**src/rtl/dct8_row_engine_if.sv**
```systemverilog
// rtl/dct8_row_engine_if.sv - sample-in / coefficient-out stream bundle of the DCT8 row engine
interface dct8_row_engine_if #(
  parameter int IW = 12,
  parameter int OW = 16
);
  logic          clr;
  logic          mode;
  logic          in_valid;
  logic          in_ready;
  logic [IW-1:0] in_data;
  logic          out_valid;
  logic          out_ready;
  logic [OW-1:0] out_data;
  logic [2:0]    out_index;
  logic          out_sat;
  logic          blk_done;

  modport master (output clr, mode, in_valid, in_data, out_ready,
                  input  in_ready, out_valid, out_data, out_index, out_sat, blk_done);
  modport slave  (input  clr, mode, in_valid, in_data, out_ready,
                  output in_ready, out_valid, out_data, out_index, out_sat, blk_done);
endinterface

```
**src/rtl/dct8_row_engine.sv**
```systemverilog
// rtl/dct8_row_engine.sv - streaming 8-point DCT/IDCT row engine (Q1.7 table, round + saturate)
// Optional LEVEL_SHIFT_EN: treat in_data as unsigned and subtract 2^(IW-1) before the multiply.
module dct8_row_engine #(
  parameter int IW   = 12,
  parameter int OW   = 16,
  parameter int FRAC = 7,
  parameter int AW   = IW + 13
) (
  input logic              clk,
  input logic              rst_n,
  dct8_row_engine_if.slave bus
);
  typedef enum logic {LOAD, DRAIN} state_t;

  localparam logic signed [AW:0] RND  = (AW+1)'(2 ** (FRAC - 1));
  localparam logic signed [AW:0] MAXV = (AW+1)'(2 ** (OW - 1) - 1);
  localparam logic signed [AW:0] MINV = (AW+1)'(-(2 ** (OW - 1)));

  // C[u][x] = a_u*cos((2x+1)u*pi/16) in Q1.7, folded onto the quarter-wave magnitudes.
  function automatic logic signed [8:0] coeff(input logic [2:0] u, input logic [2:0] x);
    logic [4:0]        m;
    logic [5:0]        r;
    logic [3:0]        k;
    logic              neg;
    logic signed [8:0] mag;
    m   = 5'({x, 1'b1}) * 5'(u);
    r   = (m > 5'd16) ? (6'd32 - {1'b0, m}) : {1'b0, m};
    neg = (r > 6'd8);
    k   = neg ? 4'(6'd16 - r) : r[3:0];
    case (k)
      4'd1:    mag = 9'sd125;
      4'd2:    mag = 9'sd118;
      4'd3:    mag = 9'sd106;
      4'd4:    mag = 9'sd90;
      4'd5:    mag = 9'sd71;
      4'd6:    mag = 9'sd49;
      4'd7:    mag = 9'sd25;
      default: mag = 9'sd0;
    endcase
    if (u == 3'd0) return 9'sd90;
    return neg ? -mag : mag;
  endfunction

  state_t                state;
  logic [2:0]            idx;
  logic                  mode_q;
  logic signed [AW-1:0]  acc      [8];
  logic signed [AW-1:0]  acc_nxt  [8];
  logic signed [8:0]     coef     [8];
  logic signed [AW-1:0]  prod     [8];
  logic signed [IW:0]    s;
  logic                  mode_eff;
  logic                  in_ready_q;
  logic                  out_valid_q;
  logic [OW-1:0]         out_data_q;
  logic [2:0]            out_index_q;
  logic                  out_sat_q;
  logic                  blk_done_q;
  logic [2:0]            nxt_index;
  logic signed [AW-1:0]  drain_src;
  logic signed [AW:0]    rnd_sum;
  logic signed [AW:0]    rnd_val;
  logic [OW-1:0]         rs_data;
  logic                  rs_sat;

  always_comb begin
`ifdef LEVEL_SHIFT_EN
    s = $signed({1'b0, bus.in_data}) - $signed((IW+1)'(2 ** (IW - 1)));
`else
    s = $signed({bus.in_data[IW-1], bus.in_data});
`endif
  end

  // Mode only matters from sample 0 onward; later toggles are masked by mode_q.
  assign mode_eff = (idx == 3'd0) ? bus.mode : mode_q;

  always_comb begin
    for (int j = 0; j < 8; j++) begin
      coef[j]    = mode_eff ? coeff(idx, 3'(j)) : coeff(3'(j), idx);
      prod[j]    = AW'(coef[j]) * AW'(s);
      acc_nxt[j] = acc[j] + prod[j];
    end
  end

  // Output register is loaded one coefficient ahead: acc_nxt[0] on the 8th sample, else acc[index+1].
  assign nxt_index = out_index_q + 3'd1;
  assign drain_src = (state == LOAD) ? acc_nxt[0] : acc[nxt_index];

  always_comb begin
    rnd_sum = (AW+1)'(drain_src) + RND;
    rnd_val = rnd_sum >>> FRAC;
    rs_sat  = 1'b0;
    rs_data = rnd_val[OW-1:0];
    if (rnd_val > MAXV) begin
      rs_sat  = 1'b1;
      rs_data = MAXV[OW-1:0];
    end else if (rnd_val < MINV) begin
      rs_sat  = 1'b1;
      rs_data = MINV[OW-1:0];
    end
  end

  always_ff @(posedge clk or negedge rst_n) begin
    if (!rst_n) begin
      state       <= LOAD;
      idx         <= 3'd0;
      mode_q      <= 1'b0;
      in_ready_q  <= 1'b1;
      out_valid_q <= 1'b0;
      out_data_q  <= '0;
      out_index_q <= 3'd0;
      out_sat_q   <= 1'b0;
      blk_done_q  <= 1'b0;
      for (int j = 0; j < 8; j++) acc[j] <= '0;
    end else if (bus.clr) begin
      state       <= LOAD;
      idx         <= 3'd0;
      in_ready_q  <= 1'b1;
      out_valid_q <= 1'b0;
      out_index_q <= 3'd0;
      blk_done_q  <= 1'b0;
      for (int j = 0; j < 8; j++) acc[j] <= '0;
    end else begin
      blk_done_q <= 1'b0;
      case (state)
        LOAD: begin
          if (bus.in_valid) begin
            for (int j = 0; j < 8; j++) acc[j] <= acc_nxt[j];
            idx <= idx + 3'd1;
            if (idx == 3'd0) mode_q <= bus.mode;
            if (idx == 3'd7) begin
              state       <= DRAIN;
              in_ready_q  <= 1'b0;
              out_valid_q <= 1'b1;
              out_index_q <= 3'd0;
              out_data_q  <= rs_data;
              out_sat_q   <= rs_sat;
            end
          end
        end
        DRAIN: begin
          if (bus.out_ready) begin
            if (out_index_q == 3'd7) begin
              state       <= LOAD;
              in_ready_q  <= 1'b1;
              out_valid_q <= 1'b0;
              out_index_q <= 3'd0;
              blk_done_q  <= 1'b1;
              for (int j = 0; j < 8; j++) acc[j] <= '0;
            end else begin
              out_index_q <= nxt_index;
              out_data_q  <= rs_data;
              out_sat_q   <= rs_sat;
            end
          end
        end
        default: state <= LOAD;
      endcase
    end
  end

  assign bus.in_ready  = in_ready_q;
  assign bus.out_valid = out_valid_q;
  assign bus.out_data  = out_data_q;
  assign bus.out_index = out_index_q;
  assign bus.out_sat   = out_sat_q;
  assign bus.blk_done  = blk_done_q;
endmodule
```
**src/flat_wrapper.sv**
```systemverilog
// flat-port wrapper written by rule: the top's interface ports become plain ports
module dct8_row_engine_flat 
#(
  parameter int IW   = 12,
  parameter int OW   = 16,
  parameter int FRAC = 7,
  parameter int AW   = IW + 13
)
  (clk, rst_n, bus_clr, bus_mode, bus_in_valid, bus_in_data, bus_out_ready, bus_in_ready, bus_out_valid, bus_out_data, bus_out_index, bus_out_sat, bus_blk_done);
  dct8_row_engine_if #(.IW(IW), .OW(OW)) bus_i ();
  input logic clk;
  input logic rst_n;
  input wire logic [$bits(bus_i.clr)-1:0] bus_clr;
  input wire logic [$bits(bus_i.mode)-1:0] bus_mode;
  input wire logic [$bits(bus_i.in_valid)-1:0] bus_in_valid;
  input wire logic [$bits(bus_i.in_data)-1:0] bus_in_data;
  input wire logic [$bits(bus_i.out_ready)-1:0] bus_out_ready;
  output wire logic [$bits(bus_i.in_ready)-1:0] bus_in_ready;
  output wire logic [$bits(bus_i.out_valid)-1:0] bus_out_valid;
  output wire logic [$bits(bus_i.out_data)-1:0] bus_out_data;
  output wire logic [$bits(bus_i.out_index)-1:0] bus_out_index;
  output wire logic [$bits(bus_i.out_sat)-1:0] bus_out_sat;
  output wire logic [$bits(bus_i.blk_done)-1:0] bus_blk_done;
  assign bus_i.clr = bus_clr;
  assign bus_i.mode = bus_mode;
  assign bus_i.in_valid = bus_in_valid;
  assign bus_i.in_data = bus_in_data;
  assign bus_i.out_ready = bus_out_ready;
  assign bus_in_ready = bus_i.in_ready;
  assign bus_out_valid = bus_i.out_valid;
  assign bus_out_data = bus_i.out_data;
  assign bus_out_index = bus_i.out_index;
  assign bus_out_sat = bus_i.out_sat;
  assign bus_blk_done = bus_i.blk_done;
  dct8_row_engine #(.IW(IW), .OW(OW), .FRAC(FRAC), .AW(AW)) u_core (.clk(clk), .rst_n(rst_n), .bus(bus_i));
endmodule
```
**config.mk**
```make
export PLATFORM = sky130hd
export DESIGN_NAME = dct8_row_engine_flat
export DESIGN_NICKNAME = d
export VERILOG_FILES = /design/src/rtl/dct8_row_engine_if.sv /design/src/rtl/dct8_row_engine.sv /design/src/flat_wrapper.sv
export SDC_FILE = /design/constraint.sdc
export NUM_CORES = 2
export LEC_CHECK = 0
export ABC_AREA = 1
export CORE_MARGIN = 2
export CORE_UTILIZATION = 55
export DETAILED_ROUTE_END_ITERATION = 12
export PLACE_DENSITY = 0.71
export SLEW_MARGIN = 20
export SYNTH_ARGS = -nofsm -noshare
export SYNTH_HDL_FRONTEND = slang
export SYNTH_SLANG_ARGS = --single-unit
```
**constraint.sdc**
```tcl
create_clock -name clk -period 23.6 [get_ports clk]
set_input_delay 5.9 -clock clk [delete_from_list [all_inputs] [get_ports clk]]
set_output_delay 5.9 -clock clk [all_outputs]
set_load 0.02 [all_outputs]
```
==> metrics.md <==
| Metric | Value |
|---|---|
| Layout Nets | `8411` |
| Fin worst setup slack | `8.85 ns` |
| Layout cell share with drive strength beyond 1 | `4.66%` |
| Crit path kind | `input port to flop` |
| Setup tns final | `0 ns` |
| RSZ-0062 raised after global routing | `no` |
| Syn. warnings | `0` |
| Post-route DRC | `0` |
| Min Tclk post-route | `14.75 ns` |
| WHS Path Cells | `2` |
| Crit Reg-Reg Endpoint | `u_core.acc[22]` |
| Sequential element share of the synthesized area | `10.7%` |
| Site Rows | `114` |
| Mapped Avg Cell Area | `7.43 um^2` |
| Hold buffer count at CTS | `0` |
| Total Routed Length | `171 mm` |
| Die height | `315 um` |
| Syn Inst Count | `7168` |
| Reg2reg path depth | `55` |
| Post-DRT Antenna Nets | `0` |
| Die width | `315 um` |
| R2r setup slk | `10.63 ns` |
| Critical Path AT | `15.21 ns` |
| Reg area | `5710 um^2` |
| CTS Sinks | `228` |
| Clock slew at reported path FFs | `0.06 ns` |
| H-tree levels | `1` |
| WL/cell | `20.4 um` |
| R2R Path Start | `u_core.idx[2]` |
| Setup violators final | `0` |
| Dpl ws | `8.34 ns` |
| WL met1 | `71.7 mm` |
| Slew margin rel. | `23.9%` |
| Port bufs | `40` |
| Drt initial violations | `4549` |
| Post-CTS Setup Inserts | `0` |
| Worst-Skew Late Latency | `0.65 ns` |
| Ys async rst share | `100%` |
| Syn_nets | `8500` |
| CP most frequent cell | `nand2_1` |
| Max Clock Skew | `0.0432 ns` |
| DP HPWL | `134 mm` |
| Slew Limit Fails | `0` |
| Via density | `5.74` |
| Vias | `48100` |
| Post-cts gate resize count | `0` |
| Total track usage | `34.8%` |
| Tightest Hold Check Type | `flop to flop` |
| Cell Area, Synth | `53300 um^2` |
| Worst-Margin Slew | `1.13 ns` |
| Pin count of the biggest net entering global routing | `91` |
| Synth cell types | `65` |
| Total CTS buffers | `31` |
| TritonCTS clock tree | `built` |
| Hold Fails Final Rpt | `0` |
| Die ar. | `99400 um^2` |
| Vias in the first global route | `47100` |
| Multi-input gate area | `41500 um^2` |
| Critical-path maximum fanout | `26` |
| Period utilisation layout | `62.5%` |
| Worst-case clock buffer depth | `3` |
| Min-delay src | `u_core.bus.in_ready` |
| Routability cong. | `1.01` |
| First-pass GRT wire length | `268 mm` |
| IO Count | `41` |
| Critical path's largest stage delay | `0.81 ns` |
| Diode count | `0` |
| Max layer used | `met4` |
| Outcome | `completed` |
| Max frequency | `67.8 MHz` |
| Initial Util | `55.3%` |
| WHS Endpoint | `u_core.bus.in_ready` |
| Max-cap violations | `0` |
| FILL cells | `9072` |
| DRT Pass-1 Iters | `8` |
| Routed wl met2 | `76.5 mm` |
| CORE AREA | `96300 um^2` |
| EDFF count, synth | `0` |
| Seq cells post-synth | `228` |
| Clk root buf | `clkbuf_16` |
| Worst EP required | `24.06 ns` |
| CP endpoint kind | `flop` |
| Total grt overflow | `0` |
| Critical Path Start Type | `input port` |
| Crit path max-delay cell type | `clkinv_1` |
| WL met3 | `14.5 mm` |
| Main flop type after synthesis | `dfrtp_1` |
| Initial antenna violation count | `1` |
| Layout area overhead | `4.76%` |
[placed cells by master (no fill, tap or decap), types with 84 or more instances in the layout]
master and instances:
nand2_1 1513, inv_1 1280, fa_1 725, nor2_1 656, ha_1 589, a21oi_1 470, o21ai_0 350, nand3_1 306
dfrtp_1 226, xor2_1 125, xnor2_1 84
[through the flow]
stage,area [um^2],cells,utilization [%],hold slack (ns)
3_3_place_gp,54700,8322,56.8,0.460
2_1_floorplan,53300,7168,-,0.453
5_1_grt,55800,8379,58.0,0.517
3_5_place_dp,54700,8322,56.8,0.463
4_1_cts,55800,8379,58.0,0.475
6_report,55800,8379,58.0,0.469
[final cells by class]
| cell class | count | share of cell area, % |
|---|---|---|
| multi-input combinational | 5378 | 74.5 |
| sequential | 228 | 10.2 |
| inverter | 1338 | 9.01 |
| tap | 1276 | 2.86 |
| clock buffer | 39 | 1.50 |
| timing repair buffer | 102 | 1.47 |
| clock inverter | 18 | 0.482 |
[how the worst max path moves through the flow]
stage              from         endpoint  slack [ns]
4_1_cts        bus_mode   u_core.acc[97]        8.98
3_3_place_gp   bus_mode  u_core.acc[149]        8.42
2_1_floorplan  bus_mode   u_core.acc[72]       10.63
5_1_grt        bus_mode  u_core.acc[149]        8.26
3_5_place_dp   bus_mode   u_core.acc[97]        8.34
6_report       bus_mode   u_core.acc[97]        8.85
[registers in the layout, summed over array words and instances, names as in the netlist]
name,flops
u_core.bus.blk_done,1
u_core.bus.out_index,3
u_core.acc,200
u_core.bus.in_ready,1
u_core.bus.out_sat,1
u_core.idx,3
u_core.mode_q,1
u_core.bus.out_valid,1
u_core.bus.out_data,16
u_core.state,1
[metal layers]
metal	global-route usage (%)	vias to the layer above
li1	-	22400
met1	47.1	23300
met2	55.1	2026
met3	6.26	367
met4	14.1	0
met5	0	-
[cells by family (layout without fill, tap and decap cells)]
logic type / after synthesis / after routing / share of synthesized area [%]
buffers and inverters: 1562 / 1497 / 11.4
AOI/OAI and AO/OA: 1136 / 1136 / 12.2
and+or+nand+nor: 2717 / 2717 / 21.2
adders and majority gates: 1314 / 1314 / 41.1
xor gates and xnor gates: 211 / 211 / 3.50
DFF: 228 / 228 / 10.7
[synth_stat cells (19+ instances only)]
master / number / share of area, %
nor2_2: 35 / 0.41
fa_1: 725 / 27
nor2_1: 657 / 4.6
o211ai_1: 36 / 0.51
nand3_1: 306 / 2.9
xor2_1: 125 / 2.1
o21bai_1: 35 / 0.49
a21oi_2: 23 / 0.38
clkbuf_1: 152 / 1.1
o21ai_1: 26 / 0.24
nand2_1: 1514 / 11
xnor2_1: 84 / 1.4
o22ai_1: 44 / 0.52
ha_1: 589 / 14
o21ai_0: 351 / 3.3
clkinv_1: 25 / 0.18
inv_1: 1283 / 9.0
dfrtp_1: 227 / 11
nand2_2: 35 / 0.41
inv_2: 30 / 0.21
or2_2: 21 / 0.25
nand4_1: 35 / 0.41
buf_2: 33 / 0.31
a31oi_1: 19 / 0.22
a21oi_1: 470 / 4.4
nor3_1: 36 / 0.34
a21o_1: 19 / 0.27
[critical path, delay by kind of cell]
kind | cells | cell delay [ns]
XOR/XNOR | 1 | 0.46
AND/OR/NAND/NOR | 19 | 2.79
buffers and inverters | 5 | 1.71
AO/OA/AOI/OAI | 7 | 1.24
adder cells (fa/ha/maj) | 7 | 3.09
Power is left out: the tool's default activity adds up to more than one toggle a clock period on the data nets, which glitch-free logic cannot reach.
